===== src/rtl/vga_frame_layers_if.sv =====
`default_nettype none
// ----------------------------------------------------------------------
// vga_frame_layers_if : ROM bus between the layer compositor and its ROMs
// Revision 1.0
// ----------------------------------------------------------------------
interface vga_frame_layers_if #(
   parameter int N_SPRITES   = 2,
   parameter int BLOCK_SHIFT = 4,
   parameter int MAZE_AW     = 11
);
   logic                               o_maze_en;
   logic [MAZE_AW-1:0]                 o_maze_addr;
   logic [15:0]                        i_maze_data;
   logic [N_SPRITES-1:0]               o_spr_en;
   logic [2*BLOCK_SHIFT*N_SPRITES-1:0] o_spr_addr;
   logic [16*N_SPRITES-1:0]            i_spr_data;

   modport master (
      output o_maze_en, o_maze_addr, o_spr_en, o_spr_addr,
      input  i_maze_data, i_spr_data
   );
   modport slave (
      input  o_maze_en, o_maze_addr, o_spr_en, o_spr_addr,
      output i_maze_data, i_spr_data
   );
endinterface
`default_nettype wire


===== src/rtl/vga_frame_layers.sv =====
`default_nettype none
// ----------------------------------------------------------------------
// vga_frame_layers : maze + prioritised sprites + progress bar to 12-bit RGB
// Revision 1.0
// ----------------------------------------------------------------------
module vga_frame_layers #(
   parameter int          BLOCK_SHIFT  = 4,
   parameter int          N_SPRITES    = 2,
   parameter int          MAZE_COLS    = 64,
   parameter int          MAZE_ROWS    = 29,
   parameter int          BAR_BROW     = 29,
   parameter int          ROM_LAT      = 1,
   parameter int          BLINK_FRAMES = 30,
   parameter logic [11:0] KEY_COLOR    = 12'hF0F
) (
   input  logic                     clk,
   input  logic                     rst,
   input  logic                     i_pix_valid,
   input  logic [9:0]               i_col,
   input  logic [9:0]               i_row,
   input  logic                     i_frame_start,
   input  logic [6*N_SPRITES-1:0]   i_spr_bcol,
   input  logic [6*N_SPRITES-1:0]   i_spr_brow,
   input  logic [N_SPRITES-1:0]     i_spr_en,
   input  logic [N_SPRITES-1:0]     i_spr_blink,
   input  logic [5:0]               i_bar_level,
   vga_frame_layers_if.master       rom,
   output logic                     o_pix_valid,
   output logic [3:0]               o_red,
   output logic [3:0]               o_green,
   output logic [3:0]               o_blue
);
   localparam int MAZE_AW = $clog2(MAZE_COLS*MAZE_ROWS);
   localparam int IDX_W   = (N_SPRITES > 1) ? $clog2(N_SPRITES) : 1;
   localparam int CNT_W   = $clog2(BLINK_FRAMES);

   typedef enum logic [1:0] {
      TAG_NOTHING = 2'd0,
      TAG_BAR     = 2'd1,
      TAG_BLACK   = 2'd2,
      TAG_LAYER   = 2'd3
   } tag_t;

   logic [9:0]             bcol, brow;
   logic [BLOCK_SHIFT-1:0] lc, lr;
   tag_t                   tag_s0;
   logic                   hit_s0;
   logic [IDX_W-1:0]       hit_idx_s0;
   logic [31:0]            maze_addr_full;

   tag_t             tag_d     [ROM_LAT];
   tag_t             tag_q     [ROM_LAT];
   logic             hit_d     [ROM_LAT];
   logic             hit_q     [ROM_LAT];
   logic [IDX_W-1:0] hit_idx_d [ROM_LAT];
   logic [IDX_W-1:0] hit_idx_q [ROM_LAT];
   logic [9:0]       bcol_d    [ROM_LAT];
   logic [9:0]       bcol_q    [ROM_LAT];

   logic [CNT_W-1:0] blink_cnt_d, blink_cnt_q;
   logic             blink_phase_d, blink_phase_q;
   logic [11:0]      rgb_d, rgb_q;
   logic             pix_valid_d, pix_valid_q;
   logic [11:0]      maze_rgb, spr_rgb;
   logic             unused_rom;

   always_comb begin
      bcol = i_col >> BLOCK_SHIFT;
      brow = i_row >> BLOCK_SHIFT;
      lc   = i_col[BLOCK_SHIFT-1:0];
      lr   = i_row[BLOCK_SHIFT-1:0];

      if (!i_pix_valid)                  tag_s0 = TAG_NOTHING;
      else if (brow == 10'(BAR_BROW))    tag_s0 = TAG_BAR;
      else if (brow >= 10'(MAZE_ROWS))   tag_s0 = TAG_BLACK;
      else                               tag_s0 = TAG_LAYER;

      // Scan high to low so the lowest visible channel is the one left standing.
      hit_s0     = 1'b0;
      hit_idx_s0 = '0;
      for (int k = N_SPRITES-1; k >= 0; k--) begin
         if (tag_s0 == TAG_LAYER && i_spr_en[k] &&
             bcol == 10'(i_spr_bcol[6*k +: 6]) &&
             brow == 10'(i_spr_brow[6*k +: 6]) &&
             !(i_spr_blink[k] && blink_phase_q)) begin
            hit_s0     = 1'b1;
            hit_idx_s0 = IDX_W'(k);
         end
      end

      maze_addr_full = (tag_s0 == TAG_LAYER)
                     ? 32'(brow) * 32'(MAZE_COLS) + 32'(bcol) : 32'd0;
      rom.o_maze_addr = maze_addr_full[MAZE_AW-1:0];
      rom.o_maze_en   = rst && (tag_s0 == TAG_LAYER);
      rom.o_spr_addr  = {N_SPRITES{lr, lc}};
      rom.o_spr_en    = '0;
      rom.o_spr_en[hit_idx_s0] = rst && hit_s0;
   end

   always_comb begin
      tag_d[0]     = tag_s0;
      hit_d[0]     = hit_s0;
      hit_idx_d[0] = hit_idx_s0;
      bcol_d[0]    = bcol;
      for (int i = 1; i < ROM_LAT; i++) begin
         tag_d[i]     = tag_q[i-1];
         hit_d[i]     = hit_q[i-1];
         hit_idx_d[i] = hit_idx_q[i-1];
         bcol_d[i]    = bcol_q[i-1];
      end
   end

   always_comb begin
      blink_cnt_d   = blink_cnt_q;
      blink_phase_d = blink_phase_q;
      if (i_frame_start) begin
         if (blink_cnt_q == CNT_W'(BLINK_FRAMES-1)) begin
            blink_cnt_d   = '0;
            blink_phase_d = ~blink_phase_q;
         end else begin
            blink_cnt_d = blink_cnt_q + CNT_W'(1);
         end
      end
   end

   always_comb begin
      maze_rgb = rom.i_maze_data[15:4];
      spr_rgb  = '0;
      for (int k = 0; k < N_SPRITES; k++) begin
         if (hit_idx_q[ROM_LAT-1] == IDX_W'(k)) spr_rgb = rom.i_spr_data[16*k+4 +: 12];
      end

      rgb_d = '0;
      case (tag_q[ROM_LAT-1])
         TAG_BAR:   rgb_d = (bcol_q[ROM_LAT-1] < 10'(i_bar_level)) ? 12'hF00 : 12'h314;
         // A keyed pixel of the winning sprite reveals the maze, never a lower sprite.
         TAG_LAYER: rgb_d = (hit_q[ROM_LAT-1] && spr_rgb != KEY_COLOR) ? spr_rgb : maze_rgb;
         default:   rgb_d = '0;
      endcase
      pix_valid_d = (tag_q[ROM_LAT-1] != TAG_NOTHING);
   end

   always_ff @(posedge clk) begin
      if (!rst) begin
         for (int i = 0; i < ROM_LAT; i++) begin
            tag_q[i]     <= TAG_NOTHING;
            hit_q[i]     <= 1'b0;
            hit_idx_q[i] <= '0;
            bcol_q[i]    <= '0;
         end
         blink_cnt_q   <= '0;
         blink_phase_q <= 1'b0;
         rgb_q         <= '0;
         pix_valid_q   <= 1'b0;
      end else begin
         for (int i = 0; i < ROM_LAT; i++) begin
            tag_q[i]     <= tag_d[i];
            hit_q[i]     <= hit_d[i];
            hit_idx_q[i] <= hit_idx_d[i];
            bcol_q[i]    <= bcol_d[i];
         end
         blink_cnt_q   <= blink_cnt_d;
         blink_phase_q <= blink_phase_d;
         rgb_q         <= rgb_d;
         pix_valid_q   <= pix_valid_d;
      end
   end

   assign unused_rom  = ^{rom.i_maze_data[3:0], rom.i_spr_data};
   assign o_pix_valid = pix_valid_q;
   assign o_red       = rgb_q[11:8];
   assign o_green     = rgb_q[7:4];
   assign o_blue      = rgb_q[3:0];
endmodule
`default_nettype wire


===== src/flat_wrapper.sv =====
// flat-port wrapper written by rule: the top's interface ports become plain ports
module vga_frame_layers_flat 
#(
   parameter int          BLOCK_SHIFT  = 4,
   parameter int          N_SPRITES    = 2,
   parameter int          MAZE_COLS    = 64,
   parameter int          MAZE_ROWS    = 29,
   parameter int          BAR_BROW     = 29,
   parameter int          ROM_LAT      = 1,
   parameter int          BLINK_FRAMES = 30,
   parameter logic [11:0] KEY_COLOR    = 12'hF0F
)
  (clk, rst, i_pix_valid, i_col, i_row, i_frame_start, i_spr_bcol, i_spr_brow, i_spr_en, i_spr_blink, i_bar_level, o_pix_valid, o_red, o_green, o_blue, rom_o_maze_en, rom_o_maze_addr, rom_o_spr_en, rom_o_spr_addr, rom_i_maze_data, rom_i_spr_data);
  vga_frame_layers_if #(.N_SPRITES(N_SPRITES), .BLOCK_SHIFT(BLOCK_SHIFT), .MAZE_AW(11)) rom_i ();
  input  logic clk;
  input  logic rst;
  input  logic i_pix_valid;
  input  logic [9:0] i_col;
  input  logic [9:0] i_row;
  input  logic i_frame_start;
  input  logic [6*N_SPRITES-1:0] i_spr_bcol;
  input  logic [6*N_SPRITES-1:0] i_spr_brow;
  input  logic [N_SPRITES-1:0] i_spr_en;
  input  logic [N_SPRITES-1:0] i_spr_blink;
  input  logic [5:0] i_bar_level;
  output logic o_pix_valid;
  output logic [3:0] o_red;
  output logic [3:0] o_green;
  output logic [3:0] o_blue;
  output wire logic [$bits(rom_i.o_maze_en)-1:0] rom_o_maze_en;
  output wire logic [$bits(rom_i.o_maze_addr)-1:0] rom_o_maze_addr;
  output wire logic [$bits(rom_i.o_spr_en)-1:0] rom_o_spr_en;
  output wire logic [$bits(rom_i.o_spr_addr)-1:0] rom_o_spr_addr;
  input wire logic [$bits(rom_i.i_maze_data)-1:0] rom_i_maze_data;
  input wire logic [$bits(rom_i.i_spr_data)-1:0] rom_i_spr_data;
  assign rom_o_maze_en = rom_i.o_maze_en;
  assign rom_o_maze_addr = rom_i.o_maze_addr;
  assign rom_o_spr_en = rom_i.o_spr_en;
  assign rom_o_spr_addr = rom_i.o_spr_addr;
  assign rom_i.i_maze_data = rom_i_maze_data;
  assign rom_i.i_spr_data = rom_i_spr_data;
  vga_frame_layers #(.BLOCK_SHIFT(BLOCK_SHIFT), .N_SPRITES(N_SPRITES), .MAZE_COLS(MAZE_COLS), .MAZE_ROWS(MAZE_ROWS), .BAR_BROW(BAR_BROW), .ROM_LAT(ROM_LAT), .BLINK_FRAMES(BLINK_FRAMES), .KEY_COLOR(KEY_COLOR)) u_core (.clk(clk), .rst(rst), .i_pix_valid(i_pix_valid), .i_col(i_col), .i_row(i_row), .i_frame_start(i_frame_start), .i_spr_bcol(i_spr_bcol), .i_spr_brow(i_spr_brow), .i_spr_en(i_spr_en), .i_spr_blink(i_spr_blink), .i_bar_level(i_bar_level), .rom(rom_i), .o_pix_valid(o_pix_valid), .o_red(o_red), .o_green(o_green), .o_blue(o_blue));
endmodule

===== config.mk =====
export PLATFORM = sky130hd
export DESIGN_NAME = vga_frame_layers_flat
export DESIGN_NICKNAME = d
export VERILOG_FILES = /design/src/rtl/vga_frame_layers_if.sv /design/src/rtl/vga_frame_layers.sv /design/src/flat_wrapper.sv
export SDC_FILE = /design/constraint.sdc
export NUM_CORES = 1
export LEC_CHECK = 0
export ABC_AREA = 1
export CAP_MARGIN = 20
export CORE_AREA = 2 2 103 75
export CTS_CLUSTER_DIAMETER = 40
export CTS_CLUSTER_SIZE = 10
export DETAILED_ROUTE_END_ITERATION = 8
export DIE_AREA = 0 0 105 77
export GPL_ROUTABILITY_DRIVEN = 0
export PLACE_DENSITY = 0.69
export SYNTH_ARGS = -nofsm -noshare
export SYNTH_HDL_FRONTEND = slang
export SYNTH_SLANG_ARGS = --single-unit

===== constraint.sdc =====
create_clock -name clk -period 1.7 [get_ports clk]
set_input_delay 0.17 -clock clk [delete_from_list [all_inputs] [get_ports clk]]
set_output_delay 0.17 -clock clk [all_outputs]
set_load 0.01 [all_outputs]

* Word-level counts from Yosys, hierarchy flattened *
Memory sizes are Yosys's and may differ from the RTL's.
Index checks and enable logic that the tools add are counted.

word-level totals
  bits in read-only memories = 0
  memory bits (writable) = 10
  bits in latches = 0
  memories = 4
  logic and storage cells = 72
  register bits = 19
  input port bits = 106

memories
  name              depth  bits a word  rd ports  clocked after Yosys merged registers in  wr ports  RTL line                RTL
  u_core.bcol_q     1      6            1         0                                        1         vga_frame_layers.sv:58  logic [9:0] bcol_q [ROM_LAT];
  u_core.tag_q      1      2            1         0                                        1         vga_frame_layers.sv:52  tag_t tag_q [ROM_LAT];
  u_core.hit_idx_q  1      1            1         0                                        1         vga_frame_layers.sv:56  logic [IDX_W-1:0] hit_idx_q [ROM_LAT];
  u_core.hit_q      1      1            1         0                                        1         vga_frame_layers.sv:54  logic hit_q [ROM_LAT];

cells by class
  eq/ne operators = 10
  bitwise gates (word level) = 2
  mux-type cells = 24
  divide/modulo/power cells = 0
  $mul = 0
  add/sub/neg operators = 2
  shift-type cells = 0
  reduce and logical (&&, ||, !) cells = 22
  $lt $le $gt $ge = 4

operators with widths
  kind                                                                   number
  12-bit two-way mux                                                     3
  6-bit equality test                                                    4
  12-bit case mux with 2 select lines                                    1
  1-bit logical AND                                                      14
  1-bit two-way mux                                                      13
  12-bit != test, second input constant                                  1
  11-bit by 6-bit adder with 11-bit output                               1
  11-bit two-way mux                                                     1
  10-bit by 6-bit < comparator with 1-bit output                         1
  6-bit by 5-bit equality test with 1-bit output, second input constant  1
  6-bit by 5-bit >= comparator with 1-bit output, second input constant  1
  2-bit two-way mux                                                      3
  6-bit two-way mux                                                      1
  6-bit OR reduction                                                     1
  5-bit by 1-bit adder with 5-bit output, second input constant          1
  5-bit equality test, second input constant                             1
  5-bit two-way mux                                                      1
  2-bit equality test, second input constant                             2
  2-bit AND                                                              1
  2-bit by 1-bit equality test with 1-bit output, second input constant  1
  1-bit logical NOT                                                      2
  1-bit by 2-bit < comparator with 1-bit output, second input constant   1
  2-bit AND reduction                                                    1
  2-bit nonzero test                                                     1
  5 further kinds                                                        6

* Logic depth before layout (Yosys ltp) *
  depth after elaboration = 16
  mapped depth = 13
  depth with buffers taken out = 11

* Worst setup path after synthesis *
No wires, ideal clock.

  path type = register -> register
  start point = memory u_core.hit_idx_q[0] (netlist bit)
  end point = register u_core.rgb_q[6]
  cell stages (with the launch flop) = 13
  data required time = 1.574 ns
  period minus slack after synthesis = 1.503 ns
  arrival = 1.377 ns
  path buffers = 2
  path slack = 0.197 ns
  setup time = 0.126 ns
  cells stage by stage = dfxtp_1 > inv_1 > buf_6 > nand2_1 > nand2_1 > nand2_1 > nor2_1 > nand3_2 > nand2_4 > inv_2 > buf_6 > o21ai_0 > a21oi_1

between the ends
  cells in the longest elaborated chain, start to end = 6

RTL lines
  item                                     RTL line                 RTL
  from (decl)                              vga_frame_layers.sv:56
  memory 1 x 1 bit (*)                     --
  12-bit two-way mux (*)                   vga_frame_layers.sv:130  if (hit_idx_q[ROM_LAT-1] == IDX_W'(k)) spr_rgb = rom.i_spr_data[16*k+4 +: 12];
  12-bit != test                           vga_frame_layers.sv:137  TAG_LAYER: rgb_d = (hit_q[ROM_LAT-1] && spr_rgb != KEY_COLOR) ? spr_rgb : maze_rgb;
  1-bit logical AND                        vga_frame_layers.sv:137
  12-bit two-way mux (*)                   vga_frame_layers.sv:137
  12-bit case mux with 2 select lines (*)  vga_frame_layers.sv:134  case (tag_q[ROM_LAT-1])
  to (signal assigned)                     vga_frame_layers.sv:164  rgb_q <= rgb_d;
  to (decl)                                vga_frame_layers.sv:62   logic [11:0] rgb_d, rgb_q;

Every way passes the cells marked *; elsewhere a longest branch is shown, timed or not.
A chain may end at the register's enable or synchronous reset.

* Worst setup path in the final report *
  start point = input port i_spr_bcol[8]
  end point = output port rom_o_spr_en[0]

between the ends
  cells in the longest elaborated chain, start to end = 11

RTL lines
  item                                                                                                               RTL line                RTL
  from (decl)                                                                                                        flat_wrapper.sv:21      input logic [6*N_SPRITES-1:0] i_spr_bcol;
  6-bit equality test (*)                                                                                            vga_frame_layers.sv:83  bcol == 10'(i_spr_bcol[6*k +: 6]) &&
  1-bit logical AND (*)                                                                                              vga_frame_layers.sv:82  if (tag_s0 == TAG_LAYER && i_spr_en[k] &&
  1-bit logical AND (*)                                                                                              vga_frame_layers.sv:83
  1-bit logical AND (*)                                                                                              vga_frame_layers.sv:84  brow == 10'(i_spr_brow[6*k +: 6]) &&
  1-bit two-way mux (*)                                                                                              vga_frame_layers.sv:82
  1-bit two-way mux                                                                                                  vga_frame_layers.sv:82
  1-bit by 2-bit < comparator with 1-bit output (implied by the code) / 1-bit >= comparator (equally long branches)  vga_frame_layers.sv:97  rom.o_spr_en[hit_idx_s0] = rst && hit_s0;
  1-bit logical AND                                                                                                  vga_frame_layers.sv:97
  1-bit two-way mux (implied by the code)                                                                            vga_frame_layers.sv:97
  1-bit demux with 1-bit select                                                                                      --
  2-bit AND (no line) (*)                                                                                            --
  to (decl)                                                                                                          flat_wrapper.sv:32      output wire logic [$bits(rom_i.o_spr_en)-1:0] rom_o_spr_en;

Marked as above.

==> results by group <==
STA
  – Final Hold Vio Count: 0
  – Setup WS post-layout: 9.02 ps
  – Least-Margin Pin Slew: between 200 and 300 ps
  – Final Max Tran Viols: 0
  – Tcrit/Tclk final: 0.995
  – RSZ-0062 raised after global routing: true
  – Clock Skews: between 2 and 3 ps
  – Post-layout min period: approximately 1700 ps
  – TNS Setup: 0 ps
  – Peak Freq: 591 MHz
  – Relative slew slack: 0.822
  – WHS: approximately 250 ps
  – # setup viols final: 0

Clock tree
  – Hold buffer count at CTS: 0
  – Clk sinks: 29
  – Clock transition at path regs: about 60 ps
  – Clock Tree Root: clkbuf_8
  – CTS max path bufs: 2
  – H-tree levels: 2
  – Worst skew pair latency: about 280 ps
  – Cts bufs inserted: 5
  – TritonCTS clock tree: yes

Layout
  – Area occupied by multi-input gates: roughly 0.0011 mm²
  – Area grow syn2layout: 76.9%
  – Fillers: 750
  – Non-Filler Instances: 571
  – Register Area: 583 µm²
  – Nets: 585
  – Layout cells sized above 1: 0.220
  – Antenna Cells: 0

Worst setup path
  – Worst setup SP type: input pin
  – Worst reg2reg path startpoint: u_core.hit_idx_q[0]
  – Largest stage delay, worst path: about 480 ps
  – Slowest-stage cell, CP: clkdlybuf4s50_1
  – Crit. End Element: output port
  – R2r setup slk: 120 ps
  – Reg2reg path depth: 10
  – Crit Path Class: in2out
  – CP Data Arrival Time: between 1500 and 2000 ps
  – Crit path cell chain: clkdlybuf4s50_1, or2_2, o2111ai_2, nor2_2, nand3_2, nand2_1, nand2_1, nor2_1, buf_2
  – Most used cell, CP: nand2_1
  – Crit-path max FO: 4
  – FF-to-FF End: u_core.rgb_q[5]
  – Worst EP required: between 1500 and 2000 ps

Power
  – Pint: around 1.4 mW
  – Clk pwr share: 0.337
  – P_leak: 1.80 nW
  – Switching part of the total: 0.254
  – Reg power frac: 0.387
  – NetSw: 0.467 mW
  – Overall power: between 1.5 and 2 mW
  – Worst-case vdd ir drop: between 200 and 250 µV
  – Comb power frac: 0.276
  – PD cells: between 500 and 600 mW/mm²

Yosys
  – Yosys top cell by area: dfxtp_1
  – YS warnings: 0
  – Yosys reg bits: 29
  – Synth top area share: 0.287
  – Most instantiated library cell after synthesis: nand2_1
  – Cells after Synth: between 300 and 400
  – Synth top area cells: dfxtp_1, nand2_1, inv_1
  – Syn Nets: about 440
  – Cell area after synthesis: approximately 0.0020 mm²
  – Top FF cell, synth: dfxtp_1
  – Synth cell types: 28
  – Number of synthesized flops with an enable pin: 0
  – Post-synthesis async set-or-reset flop share: 0
  – Mean Syn Cell Area: 6.15 µm²
  – Seq/Total Area, Yosys: 0.287
  – Top post-synthesis cells by count: nand2_1, inv_1, nor2_1

Routing
  – Post-route DRC: 0
  – Post-route antenna net violation count: 0
  – Initial DRC count: 36
  – Detailed Routing Iterations Pass 1: 6
  – Vias: roughly 2500
  – Routed WL per cell: 11.6 µm
  – Via density: between 4 and 5
  – Total wire length: around 6600 µm

Run status
  – Run status: finished clean

Global route
  – Vias in the first global route: ~2500
  – First-pass GRT wire length: 10400 µm
  – Largest net degree at the start of global routing: 14
  – Gr ovfl total: 0
  – Gr usage total: 0.160
  – Initial antenna violation count: 0

Min path
  – Hold path start: i_col[7]
  – Worst hold path type: in2reg
  – WHS Path Cells: 3
  – Worst Hold End: u_core.bcol_q[0][3]

Run
  – Max Cap Viol: 0

Floorplanning
  – Die area: slightly above 0.008 mm²
  – Initial Utilization: 0.285
  – Die Wd: around 110 µm
  – Rows: 26
  – Core Region: around 0.0071 mm²
  – Vert. Die Dim: roughly 77 µm
  – Io pins: 149

Place
  – Place WS: -657 ps
  – Buffers added on ports: 112
  – Post-Place Cells: between 500 and 600
  – Final HPWL DP: 5380 µm
## routing by layer
layer	wire length (µm)	global-route usage
met1	2810	0.175
met2	3130	0.284
met3	582	0.0646
met4	98	0.0453
met5	0	0
## layout by cell type (no fill, tap or decap), types with 4 or more instances in the layout
| cell | count |
|---|---|
| nand2_1 | 87 |
| clkdlybuf4s50_1 | 82 |
| inv_1 | 44 |
| nor2_1 | 43 |
| buf_4 | 39 |
| dfxtp_1 | 27 |
| o21ai_0 | 15 |
| nand3_1 | 12 |
| inv_2 | 11 |
| a21oi_1 | 11 |
| clkbuf_2 | 10 |
| nor2_2 | 9 |
| dlygate4sd2_1 | 9 |
| ha_1 | 7 |
| clkbuf_8 | 7 |
| buf_2 | 7 |
| xnor2_1 | 6 |
| nor3_1 | 5 |
| xor2_1 | 4 |
## area by class of cell
type                    instances  share of cell area
clock buffers                   7              0.0269
clock inverters                 1             0.00140
inverters                      57              0.0612
multi-input cells             222               0.316
flip-flops and latches         29               0.163
well taps                      98              0.0343
repair buffers                157               0.397
## worst max-delay path by stage
stage                               from               to  cells past startpoint
floorplan            u_core.hit_idx_q[0]  u_core.rgb_q[6]                     12
global placement                i_row[8]  rom_o_spr_en[0]                     12
detailed placement              i_row[9]  rom_o_spr_en[0]                     10
CTS                 u_core.blink_phase_q  rom_o_spr_en[0]                     10
global route        u_core.blink_phase_q  rom_o_spr_en[0]                     10
finish                     i_spr_bcol[8]  rom_o_spr_en[0]                      9
## state kept, by name, summed over array words and instances (netlist names)
signal	count
u_core.o_pix_valid	1
u_core.bcol_q	6
u_core.hit_q	1
u_core.hit_idx_q	1
u_core.tag_q	2
u_core.blink_phase_q	1
u_core.rgb_q	12
u_core.blink_cnt_q	5
## metrics by stage
stage	utilization	area, µm²
after floorplan	-	2020
after global placement	0.478	3390
after detailed placement	0.478	3390
after CTS	0.499	3540
after global routing	0.504	3580
final	0.504	3580
## cells by family after synthesis
| family | after synthesis | synth area share |
|---|---|---|
| DFF | 29 | 0.287 |
| adders and majority gates | 7 | 0.0433 |
| buffers and inverters | 78 | 0.186 |
| AOI/OAI and AO/OA | 37 | 0.100 |
| and+or+nand+nor | 168 | 0.340 |
| xor gates and xnor gates | 10 | 0.0433 |
## critical path, delay by kind of cell
family | cells | cell delay, ps
and+or+nand+nor | 6 | 650
AOI/OAI and AO/OA | 1 | 100
buffers and inverters | 2 | 610
## power groups by stage
stage          clock network (mW)  registers [mW]  logic, mW
6_report                    0.620           0.711      0.507
5_1_grt                     0.672           0.713      0.558
4_1_cts                     0.642           0.711      0.497
3_5_place_dp                    0           0.727      0.494
3_3_place_gp                    0           0.726      0.488
2_1_floorplan                   0           0.726      0.197
## repair_timing
item,CTS,global route
pin swaps,15,16
gates resized for setup,77,37
buffers inserted,6,2
endpoints found under the hold margin,0,0
setup endpoints to repair,14,25
gates cloned,0,2
Power figures use the tool's default switching activity.
